`config.mk`:
```
export PLATFORM = sky130hd
export DESIGN_NAME = arcade_input_ctrl
export DESIGN_NICKNAME = d
export VERILOG_FILES = /design/src/rtl/arcade_input_pkg.sv /design/src/rtl/arcade_input_ctrl_coin_pulse_gen.sv /design/src/rtl/arcade_input_ctrl.sv
export SDC_FILE = /design/constraint.sdc
export NUM_CORES = 1
export LEC_CHECK = 0
export ABC_AREA = 1
export BUFFER_PORTS_ARGS = -buffer_cell sky130_fd_sc_hd__buf_4
export CELL_PAD_IN_SITES_DETAIL_PLACEMENT = 1
export CELL_PAD_IN_SITES_GLOBAL_PLACEMENT = 2
export CORE_MARGIN = 2
export CORE_UTILIZATION = 30
export DETAILED_ROUTE_END_ITERATION = 7
export GPL_TIMING_DRIVEN = 1
export PLACE_DENSITY = 0.83
export SYNTH_ARGS = -nofsm -noshare
export SYNTH_HDL_FRONTEND = slang
export SYNTH_SLANG_ARGS = --single-unit
```
`constraint.sdc`:
```
create_clock -name clk_sys -period 2.3 [get_ports clk_sys]
set_clock_uncertainty 0.1 [all_clocks]
set_input_delay 0.23 -clock clk_sys [delete_from_list [all_inputs] [get_ports clk_sys]]
set_output_delay 0.23 -clock clk_sys [all_outputs]
set_load 0.02 [all_outputs]
```
`src/rtl/arcade_input_pkg.sv`:
```
`default_nettype none
// ============================================================================
// Module      : arcade_input_pkg
// Description : Shared constants for the arcade input conditioning stage:
//               PS/2 scan codes, coin FSM states, CSJUDLR and joystick bit
//               positions.
// Revision    : 1.0 - initial release
// ============================================================================
package arcade_input_pkg;

    // Direction keys are matched on the low 8 bits only (extended bit ignored)
    localparam logic [7:0] SC_UP    = 8'h75;
    localparam logic [7:0] SC_DOWN  = 8'h72;
    localparam logic [7:0] SC_LEFT  = 8'h6B;
    localparam logic [7:0] SC_RIGHT = 8'h74;

    // Remaining keys are matched on {extended, code}
    localparam logic [8:0] SC_SPACE = 9'h029;
    localparam logic [8:0] SC_LCTRL = 9'h014;
    localparam logic [8:0] SC_F1    = 9'h005;
    localparam logic [8:0] SC_F2    = 9'h006;

    typedef enum logic [1:0] {
        ST_IDLE  = 2'd0,
        ST_PULSE = 2'd1,
        ST_GAP   = 2'd2
    } coin_state_t;

    // Bit positions inside the core's CSJUDLR buses
    localparam int CSJ_COIN  = 6;
    localparam int CSJ_START = 5;
    localparam int CSJ_FIRE  = 4;
    localparam int CSJ_UP    = 3;
    localparam int CSJ_DOWN  = 2;
    localparam int CSJ_LEFT  = 1;
    localparam int CSJ_RIGHT = 0;

    // Bit positions inside the HPS joystick words
    localparam int JOY_RIGHT  = 0;
    localparam int JOY_LEFT   = 1;
    localparam int JOY_DOWN   = 2;
    localparam int JOY_UP     = 3;
    localparam int JOY_FIRE   = 4;
    localparam int JOY_START1 = 5;
    localparam int JOY_START2 = 6;

endpackage
`default_nettype wire

```
`src/rtl/arcade_input_ctrl_coin_pulse_gen.sv`:
```
`default_nettype none
// ============================================================================
// Module      : coin_pulse_gen
// Description : Timed coin pulse generator. A trigger in IDLE produces a
//               coin pulse of COIN_PULSE_CYCLES followed by a mandatory low
//               holdoff of COIN_GAP_CYCLES; triggers while busy are dropped.
// Revision    : 1.0 - initial release
// ============================================================================
module coin_pulse_gen
    import arcade_input_pkg::*;
#(
    parameter int COIN_PULSE_CYCLES = 1200000,
    parameter int COIN_GAP_CYCLES   = 1200000
) (
    input  logic clk_sys,
    input  logic reset_n,
    input  logic trig,
    output logic coin,
    output logic busy
);

    localparam int MAX_CYCLES = (COIN_PULSE_CYCLES > COIN_GAP_CYCLES) ?
                                COIN_PULSE_CYCLES : COIN_GAP_CYCLES;
    // Counter only ever holds load values (max MAX_CYCLES-1) and counts down
    localparam int CNT_W = (MAX_CYCLES > 1) ? $clog2(MAX_CYCLES) : 1;
    localparam logic [CNT_W-1:0] PULSE_LOAD = CNT_W'(COIN_PULSE_CYCLES - 1);
    localparam logic [CNT_W-1:0] GAP_LOAD   = CNT_W'(COIN_GAP_CYCLES - 1);
    localparam logic [CNT_W-1:0] CNT_ONE    = CNT_W'(1);

    coin_state_t      r_state;
    logic [CNT_W-1:0] r_cnt;

    // Coin FSM: IDLE -> PULSE -> GAP -> IDLE, each timed by the down-counter
    always_ff @(posedge clk_sys or negedge reset_n) begin
        if (!reset_n) begin
            r_state <= ST_IDLE;
            r_cnt   <= '0;
        end else begin
            case (r_state)
                ST_IDLE: begin
                    if (trig) begin
                        r_state <= ST_PULSE;
                        r_cnt   <= PULSE_LOAD;
                    end
                end
                ST_PULSE: begin
                    if (r_cnt == '0) begin
                        r_state <= ST_GAP;
                        r_cnt   <= GAP_LOAD;
                    end else begin
                        r_cnt <= r_cnt - CNT_ONE;
                    end
                end
                ST_GAP: begin
                    if (r_cnt == '0) begin
                        r_state <= ST_IDLE;
                    end else begin
                        r_cnt <= r_cnt - CNT_ONE;
                    end
                end
                default: begin
                    r_state <= ST_IDLE;
                    r_cnt   <= '0;
                end
            endcase
        end
    end

    assign coin = (r_state == ST_PULSE);
    assign busy = (r_state != ST_IDLE);

endmodule
`default_nettype wire

```
`src/rtl/arcade_input_ctrl.sv`:
```
`default_nettype none
// ============================================================================
// Module      : arcade_input_ctrl
// Description : Player input conditioning for the galaxian core: PS/2 key
//               decode, merge with both HPS joysticks, orientation remap,
//               registered CSJUDLR outputs and an edge-triggered timed coin.
// Revision    : 1.0 - initial release
// ============================================================================
module arcade_input_ctrl
    import arcade_input_pkg::*;
#(
    parameter int COIN_PULSE_CYCLES = 1200000,
    parameter int COIN_GAP_CYCLES   = 1200000
) (
    input  logic        clk_sys,
    input  logic        reset_n,
    input  logic [10:0] ps2_key,
    input  logic [15:0] joystick_0,
    input  logic [15:0] joystick_1,
    input  logic        rotate_ctl,
    output logic [6:0]  p1_csjudlr,
    output logic [6:0]  p2_csjudlr,
    output logic        coin_busy
);

    logic r_toggle_q, r_primed;
    logic r_up, r_down, r_left, r_right;
    logic r_fire_space, r_fire_ctrl, r_f1, r_f2;
    logic r_start_q;

    logic        w_event, w_pressed;
    logic [15:0] w_joy;
    logic        w_src_up, w_src_down, w_src_left, w_src_right;
    logic        w_up, w_down, w_left, w_right, w_fire;
    logic        w_start1, w_start2, w_start_any, w_trig;
    logic        w_coin, w_busy;
    logic        w_unused_joy;

    assign w_event   = (ps2_key[10] != r_toggle_q);
    assign w_pressed = ps2_key[9];

    // PS/2 decode; the first edge after reset only captures the toggle level
    always_ff @(posedge clk_sys or negedge reset_n) begin
        if (!reset_n) begin
            r_toggle_q   <= 1'b0;
            r_primed     <= 1'b0;
            r_up         <= 1'b0;
            r_down       <= 1'b0;
            r_left       <= 1'b0;
            r_right      <= 1'b0;
            r_fire_space <= 1'b0;
            r_fire_ctrl  <= 1'b0;
            r_f1         <= 1'b0;
            r_f2         <= 1'b0;
        end else if (!r_primed) begin
            r_primed   <= 1'b1;
            r_toggle_q <= ps2_key[10];
        end else if (w_event) begin
            r_toggle_q <= ps2_key[10];
            if (ps2_key[7:0] == SC_UP)    r_up         <= w_pressed;
            if (ps2_key[7:0] == SC_DOWN)  r_down       <= w_pressed;
            if (ps2_key[7:0] == SC_LEFT)  r_left       <= w_pressed;
            if (ps2_key[7:0] == SC_RIGHT) r_right      <= w_pressed;
            if (ps2_key[8:0] == SC_SPACE) r_fire_space <= w_pressed;
            if (ps2_key[8:0] == SC_LCTRL) r_fire_ctrl  <= w_pressed;
            if (ps2_key[8:0] == SC_F1)    r_f1         <= w_pressed;
            if (ps2_key[8:0] == SC_F2)    r_f2         <= w_pressed;
        end
    end

    // Merge: keyboard state ORed with both joysticks (applied after key regs)
    assign w_joy        = joystick_0 | joystick_1;
    assign w_unused_joy = ^w_joy[15:7];
    assign w_src_up     = r_up    | w_joy[JOY_UP];
    assign w_src_down   = r_down  | w_joy[JOY_DOWN];
    assign w_src_left   = r_left  | w_joy[JOY_LEFT];
    assign w_src_right  = r_right | w_joy[JOY_RIGHT];
    assign w_fire       = r_fire_space | r_fire_ctrl | w_joy[JOY_FIRE];
    assign w_start1     = r_f1 | w_joy[JOY_START1];
    assign w_start2     = r_f2 | w_joy[JOY_START2];

    // Horizontal-screen remap rotates the stick a quarter turn
    assign w_up    = rotate_ctl ? w_src_left  : w_src_up;
    assign w_down  = rotate_ctl ? w_src_right : w_src_down;
    assign w_left  = rotate_ctl ? w_src_down  : w_src_left;
    assign w_right = rotate_ctl ? w_src_up    : w_src_right;

    assign w_start_any = w_start1 | w_start2;
    assign w_trig      = w_start_any & ~r_start_q;

    // Registered copy of start_any for rising-edge detection
    always_ff @(posedge clk_sys or negedge reset_n) begin
        if (!reset_n) begin
            r_start_q <= 1'b0;
        end else begin
            r_start_q <= w_start_any;
        end
    end

    coin_pulse_gen #(
        .COIN_PULSE_CYCLES (COIN_PULSE_CYCLES),
        .COIN_GAP_CYCLES   (COIN_GAP_CYCLES)
    ) u_coin (
        .clk_sys (clk_sys),
        .reset_n (reset_n),
        .trig    (w_trig),
        .coin    (w_coin),
        .busy    (w_busy)
    );

    // Output registers feeding the core
    always_ff @(posedge clk_sys or negedge reset_n) begin
        if (!reset_n) begin
            p1_csjudlr <= '0;
            p2_csjudlr <= '0;
            coin_busy  <= 1'b0;
        end else begin
            p1_csjudlr <= {w_coin, w_start1, w_fire, w_up, w_down, w_left, w_right};
            p2_csjudlr <= {1'b0, w_start2, w_fire, w_up, w_down, w_left, w_right};
            coin_busy  <= w_busy;
        end
    end

endmodule
`default_nettype wire

```
# Word-level counts from Yosys, hierarchy flattened
# Cells that the tools add are included.
[totals]
input_bits = 46
reg_bits = 48
out_inout_bits = 15
wordCells = 72
[op_classes]
addsub = 1
bitwise_logic = 12
n_mux = 14
reduce_logical = 13
n_eq_ne = 16
[ops]
columns = ["op", "count"]
rows = [
  ["two-way mux 21 bit", 3],
  ["one-hot mux 21 bit (3 select lines)", 1],
  ["== test 8 x 7 -> 1 bit (second input constant)", 4],
  ["AND reduction 3 bit", 9],
  ["zero test 21 bit", 1],
  ["subtractor 21 x 1 -> 21 bit (second input constant)", 1],
  ["== test 9 x 3 -> 1 bit (second input constant)", 2],
  ["== test 9 x 5 -> 1 bit (second input constant)", 1],
  ["== test 9 x 6 -> 1 bit (second input constant)", 1],
  ["OR 1 bit", 9],
  ["!= test 2 x 1 -> 1 bit (second input constant)", 4],
  ["OR 7 bit", 1],
  ["two-way mux 1 bit", 6],
  ["two-way mux 2 bit", 3],
  ["one-hot mux 2 bit (3 select lines)", 1],
  ["== test 2 x 1 -> 1 bit (second input constant)", 1],
  ["== test 2 bit (second input constant)", 1],
  ["zero test 2 bit", 1],
  ["!= test 2 bit (second input constant)", 1],
  ["AND reduction 2 bit", 1],
  ["nonzero test 2 bit", 1],
  ["AND 1 bit", 1],
  ["!= test 1 bit", 1],
  ["inverter 1 bit", 1],
]

# Longest topological paths before layout
[depth]
ltp_word = 6
ltp_mapped = 11
mapped_depth_nobuf = 11

# Hierarchy
# A second synthesis with hierarchy kept.
[unflattened]
cells_unflattened = 356
hier_area_um2 = 2565.0
[by_module_without_submodules]
columns = ["module", "seq_area_each_um2", "cells_each", "n_inst", "area_each_um2"]
rows = [
  ["coin_pulse_gen", 575.6, 231, 1, 1566.5],
  ["arcade_input_ctrl", 500.5, 125, 1, 998.5],
]

# Worst setup path before layout
# No wires, ideal clock.
[synth_timing]
path_kind = "register to register"
start = "reg u_coin.r_cnt[0]"
end = "reg u_coin.r_cnt[0]"
path_buffers = 0
period_less_slack_ns = 1.618
path_slack_ns = 0.682
setup_ns = 0.126
path_stages_with_launch = 10
arrival_ns = 1.392
required_ns = 2.074
path_cell_list = "dfrtp_1 inv_1 ha_1 nand2_4 nor2_4 nand4_4 nand2_4 inv_4 nand2_1 nand3_1"
[synth_via]
elab_chain_len = 3
word_cells_on_any_way = 7
cone_classes = "add/sub: 1; eq/ne: 1; mux: 3; reduce/logical: 2"
[synth_rtl]
columns = ["element", "line", "source"]
rows = [
  ["start, declared", "arcade_input_ctrl_coin_pulse_gen.sv:31", "logic [CNT_W-1:0] r_cnt;"],
  ["start signal, assigned", "arcade_input_ctrl_coin_pulse_gen.sv:51", "r_cnt <= r_cnt - CNT_ONE;"],
  ["start signal, assigned", "arcade_input_ctrl_coin_pulse_gen.sv:58", "r_cnt <= r_cnt - CNT_ONE;"],
  ["subtractor 21 x 1 -> 21 bit / zero test 21 bit (equally long branches)", "--", ""],
  ["two-way mux 21 bit, or another cell as far along", "arcade_input_ctrl_coin_pulse_gen.sv:55", "if (r_cnt == '0) begin"],
  ["one-hot mux 21 bit (3 select lines) / AND reduction 2 bit (equally long branches)", "--", ""],
]
# Several ways; a longest one is shown, not always the timed one. The select of a mux whose other input is x is not followed.
# A chain may end at the register's enable or synchronous reset.

# Worst setup path in the final report
[layout_timing]
start = "reg u_coin.r_cnt[0]"
end = "reg u_coin.r_cnt[11]"
# The elaborated chain is that of the path after synthesis.

==> results.cfg <==
[floorplanning]
core.rowCount = 33
top_level_ports = 61
die_area_mm2 = 0.009192
die_width_um = 95.88
core_area_mm2 = 0.008217
die-height_um = 95.88
starting_density_pct = 30.82

[setup_path]
critPathCapture = u_coin.r_cnt[11]
max_stage_delay_cell_worst_path = sky130_fd_sc_hd__dfrtp_1
worst_r2r_startpoint = u_coin.r_cnt[0]
crit_path_start = u_coin.r_cnt[0]
crit_cells = 8
worstPathBufferInverterCount = 1
r2r.worst_path.cells = 8
worstPathCellList = inv_1, ha_1, nand2_4, nor2_4, nand4_1, nand2_1, nor2_1, a21oi_1
path_delay_family = simple AND/OR/NAND/NOR gates
maximum_fanout_along_the_worst_path = 5
worstReg2RegEnd = u_coin.r_cnt[11]
cp_data_required_time_ns = 2.43
critPathKind = reg2reg
timing.critical_path.slowest_cell_delay_ns = 0.40
launching_element_type_of_the_critical_path = register
setup_slack_reg_to_reg_ns = 0.40
critical_path_arrival_ns = 2.03
end_kind = register

[pwr]
power_frac_clock_pct = 43.9
internal_power_uw = 1265
netSwitchingFraction_pct = 22.29
power.net_switching_uw = 362.8
combinationalPowerShare_pct = 8.4
power.static_leakage_uw = 0.001407
vdd.ir_drop.worst_mv = 0.2539
power.density_mw_per_mm2 = 530.4
power_frac_seq_pct = 47.7

[final_layout]
mostFrequentLayoutCell = sky130_fd_sc_hd__nand2_1
syn2layout_area_growth_pct = 21.20
largest_register = u_coin.r_cnt
layout-drive-gt1-share_pct = 22.49
layout_top_registers = u_coin.r_cnt: 21 flops, p1_csjudlr: 7 flops, u_coin.r_state: 2 flops
final_nets = 424
insertedDiodeCount = 0
cell_area_after_layout_mm2 = 0.003069
layout_common_cells = 80 x sky130_fd_sc_hd__nand2_1, 45 x sky130_fd_sc_hd__buf_4, 43 x sky130_fd_sc_hd__nor2_1, 43 x sky130_fd_sc_hd__dfrtp_1, 35 x sky130_fd_sc_hd__inv_1
largest_reg_flops = 21

[logic_synthesis]
synth.avg_cell_area_um2 = 7.582
synth_flop_cell = sky130_fd_sc_hd__dfrtp_1
syn-num-nets = 381
synthArstFlopShare_pct = 100.0
yosysTopAreaCell = sky130_fd_sc_hd__dfrtp_1
synth-edff-count = 0
yosysWarningCount = 0
netlist.area_leader.share_pct = 42.49
synth.yosys.seq_area_share_pct = 42.49
netlist_area_mm2 = 0.002532
synth_seq_cells = 43
synthCells = 334
synth.lib_cells_used.distinct = 36
synth.area.top_cells = sky130_fd_sc_hd__dfrtp_1 42%, sky130_fd_sc_hd__nand2_1 12%, sky130_fd_sc_hd__nor2_1 6.4%

[cts]
insertion_delay_ns = 0.30
clk_pin_slew_ns = 0.09
deepest_level_of_the_cts_h_tree = 2
cts-hold-fix-buffers = 2
cts.repair_timing.setup_buffer_count = 0
tritoncts_num_sinks = 43
cts_inserted_buffers = 5
cts_root_cell = sky130_fd_sc_hd__clkbuf_8
cts_buffer_depth = 2
post_cts.resized_instances = 0
tritoncts = built

[detailed_routing]
num_vias = 2272
post_detailed_route_count_of_antenna_violating_nets = 0
avgViaCountPerCell = 4.704
totalWireLength_mm = 6.490
drt-wirelength-per-cell_um = 13.44
drcViolationCount = 0
drt_pre_antenna_iters = 4
first_iter_violations = 56

[placement]
routabilityCongestion = 0.7755
placed_cell_area_mm2 = 0.002913
dp_slack_ns = 0.3938
io_buffers = 41
place_hpwl_mm = 5.078

[min_path]
whs_path_depth = 3
timing.hold.worst.class = in2reg

[global_route]
antenna_found_initial = 0
global_route.usage.total_pct = 16.00
grt_first_pass_wirelength_mm = 11.56
largest_net_degree_at_the_start_of_global_routing = 44
globalRouteOverflowTotal = 0
first_global_vias = 2471

[timing]
final.setup.tns_ns = 0
postLayoutSetupSlackWorst_ns = 0.4005
setup_repair_after_global_routing_missed_its_margin = false
final-max-slew-violation-count = 0
finalHoldViolCount = 0
worst_hold_slack_ns = 0.01545
layout_worst_path_cycle_share_pct = 82.59
worst_slew_margin_rel_pct = 62.59
setup_violations = 0
max_freq_mhz = 526.5
worst_slew_pin_slew_ns = 0.5612
final_critical_path_time_including_i_o_delays_and_setup_ns = 1.899

[status]
run_status = completed

[flow_run]
maxCapViolations = 0
==> worst register-to-register path, stage by stage, from the launching register on <==
cell                      delay, ns
sky130_fd_sc_hd__dfrtp_1       0.40
sky130_fd_sc_hd__inv_1         0.12
sky130_fd_sc_hd__ha_1          0.25
sky130_fd_sc_hd__nand2_4       0.12
sky130_fd_sc_hd__nor2_4        0.16
sky130_fd_sc_hd__nand4_1       0.19
sky130_fd_sc_hd__nand2_1       0.25
sky130_fd_sc_hd__nor2_1        0.10
sky130_fd_sc_hd__a21oi_1       0.14
==> how the worst min path moves through the flow <==
stage	start	endpoint
after global routing	joystick_0[4]	p1_csjudlr[4]
after detailed placement	reset_n	u_coin.r_cnt[10]
after global placement	reset_n	p1_csjudlr[6]
final	joystick_1[6]	p2_csjudlr[5]
after CTS	joystick_0[4]	p1_csjudlr[4]
after floorplan	reset_n	coin_busy
==> cells in the mapped netlist, types with 7 or more instances <==
master                     n
sky130_fd_sc_hd__nand2_1  80
sky130_fd_sc_hd__dfrtp_1  43
sky130_fd_sc_hd__nor2_1   43
sky130_fd_sc_hd__inv_1    35
sky130_fd_sc_hd__o21ai_0  19
sky130_fd_sc_hd__nand3_1  18
sky130_fd_sc_hd__nand4_1  13
sky130_fd_sc_hd__nor3_1   10
sky130_fd_sc_hd__nor2_2    9
sky130_fd_sc_hd__a21oi_1   8
sky130_fd_sc_hd__nand2_2   7
==> layout make-up <==
type,count,area (µm²)
fillers,1034,5147
multi-input cells,242,1222
flip-flops and latches,43,1076
repair buffers,47,357.8
inverters,38,145.1
well taps,105,131.4
clock buffers,5,68.82
clock inverters,3,67.56
==> per-stage QoR <==
step | power (µW) | utilization, % | cells
final | 1628 | 37.35 | 483
after global placement | 927.1 | 35.45 | 473
after detailed placement | 929.5 | 35.45 | 473
after global routing | 1699 | 37.35 | 483
after CTS | 1657 | 37.35 | 483
after floorplan | 850.6 | - | 334
==> per-layer routing <==
layer	GRT usage, %	share of wire (%)	up-vias	routed length [µm]
met2	27.74	50	38	3227
met5	0	0	-	0
met3	2.662	3.1	6	202
met4	4.286	1.2	0	78
li1	-	-	1150	-
met1	20.60	46	1078	2982
==> kinds of logic after synthesis <==
logic type               synth area share [%]
AO/OA/AOI/OAI                           7.461
XOR/XNOR                                2.767
adder cells (fa/ha/maj)                0.4940
buffers and inverters                   9.239
flip-flops                              42.49
other                                  0.2966
AND/OR/NAND/NOR                         37.25
==> power by group through the flow <==
stage	sequential, µW	clock (µW)	combinational, µW
global placement	791	0	136
finish	776	715	137
global route	778	767	154
CTS	777	740	141
floorplan	800	0	50.6
detailed placement	791	0	138
Power figures use the tool's default switching activity.
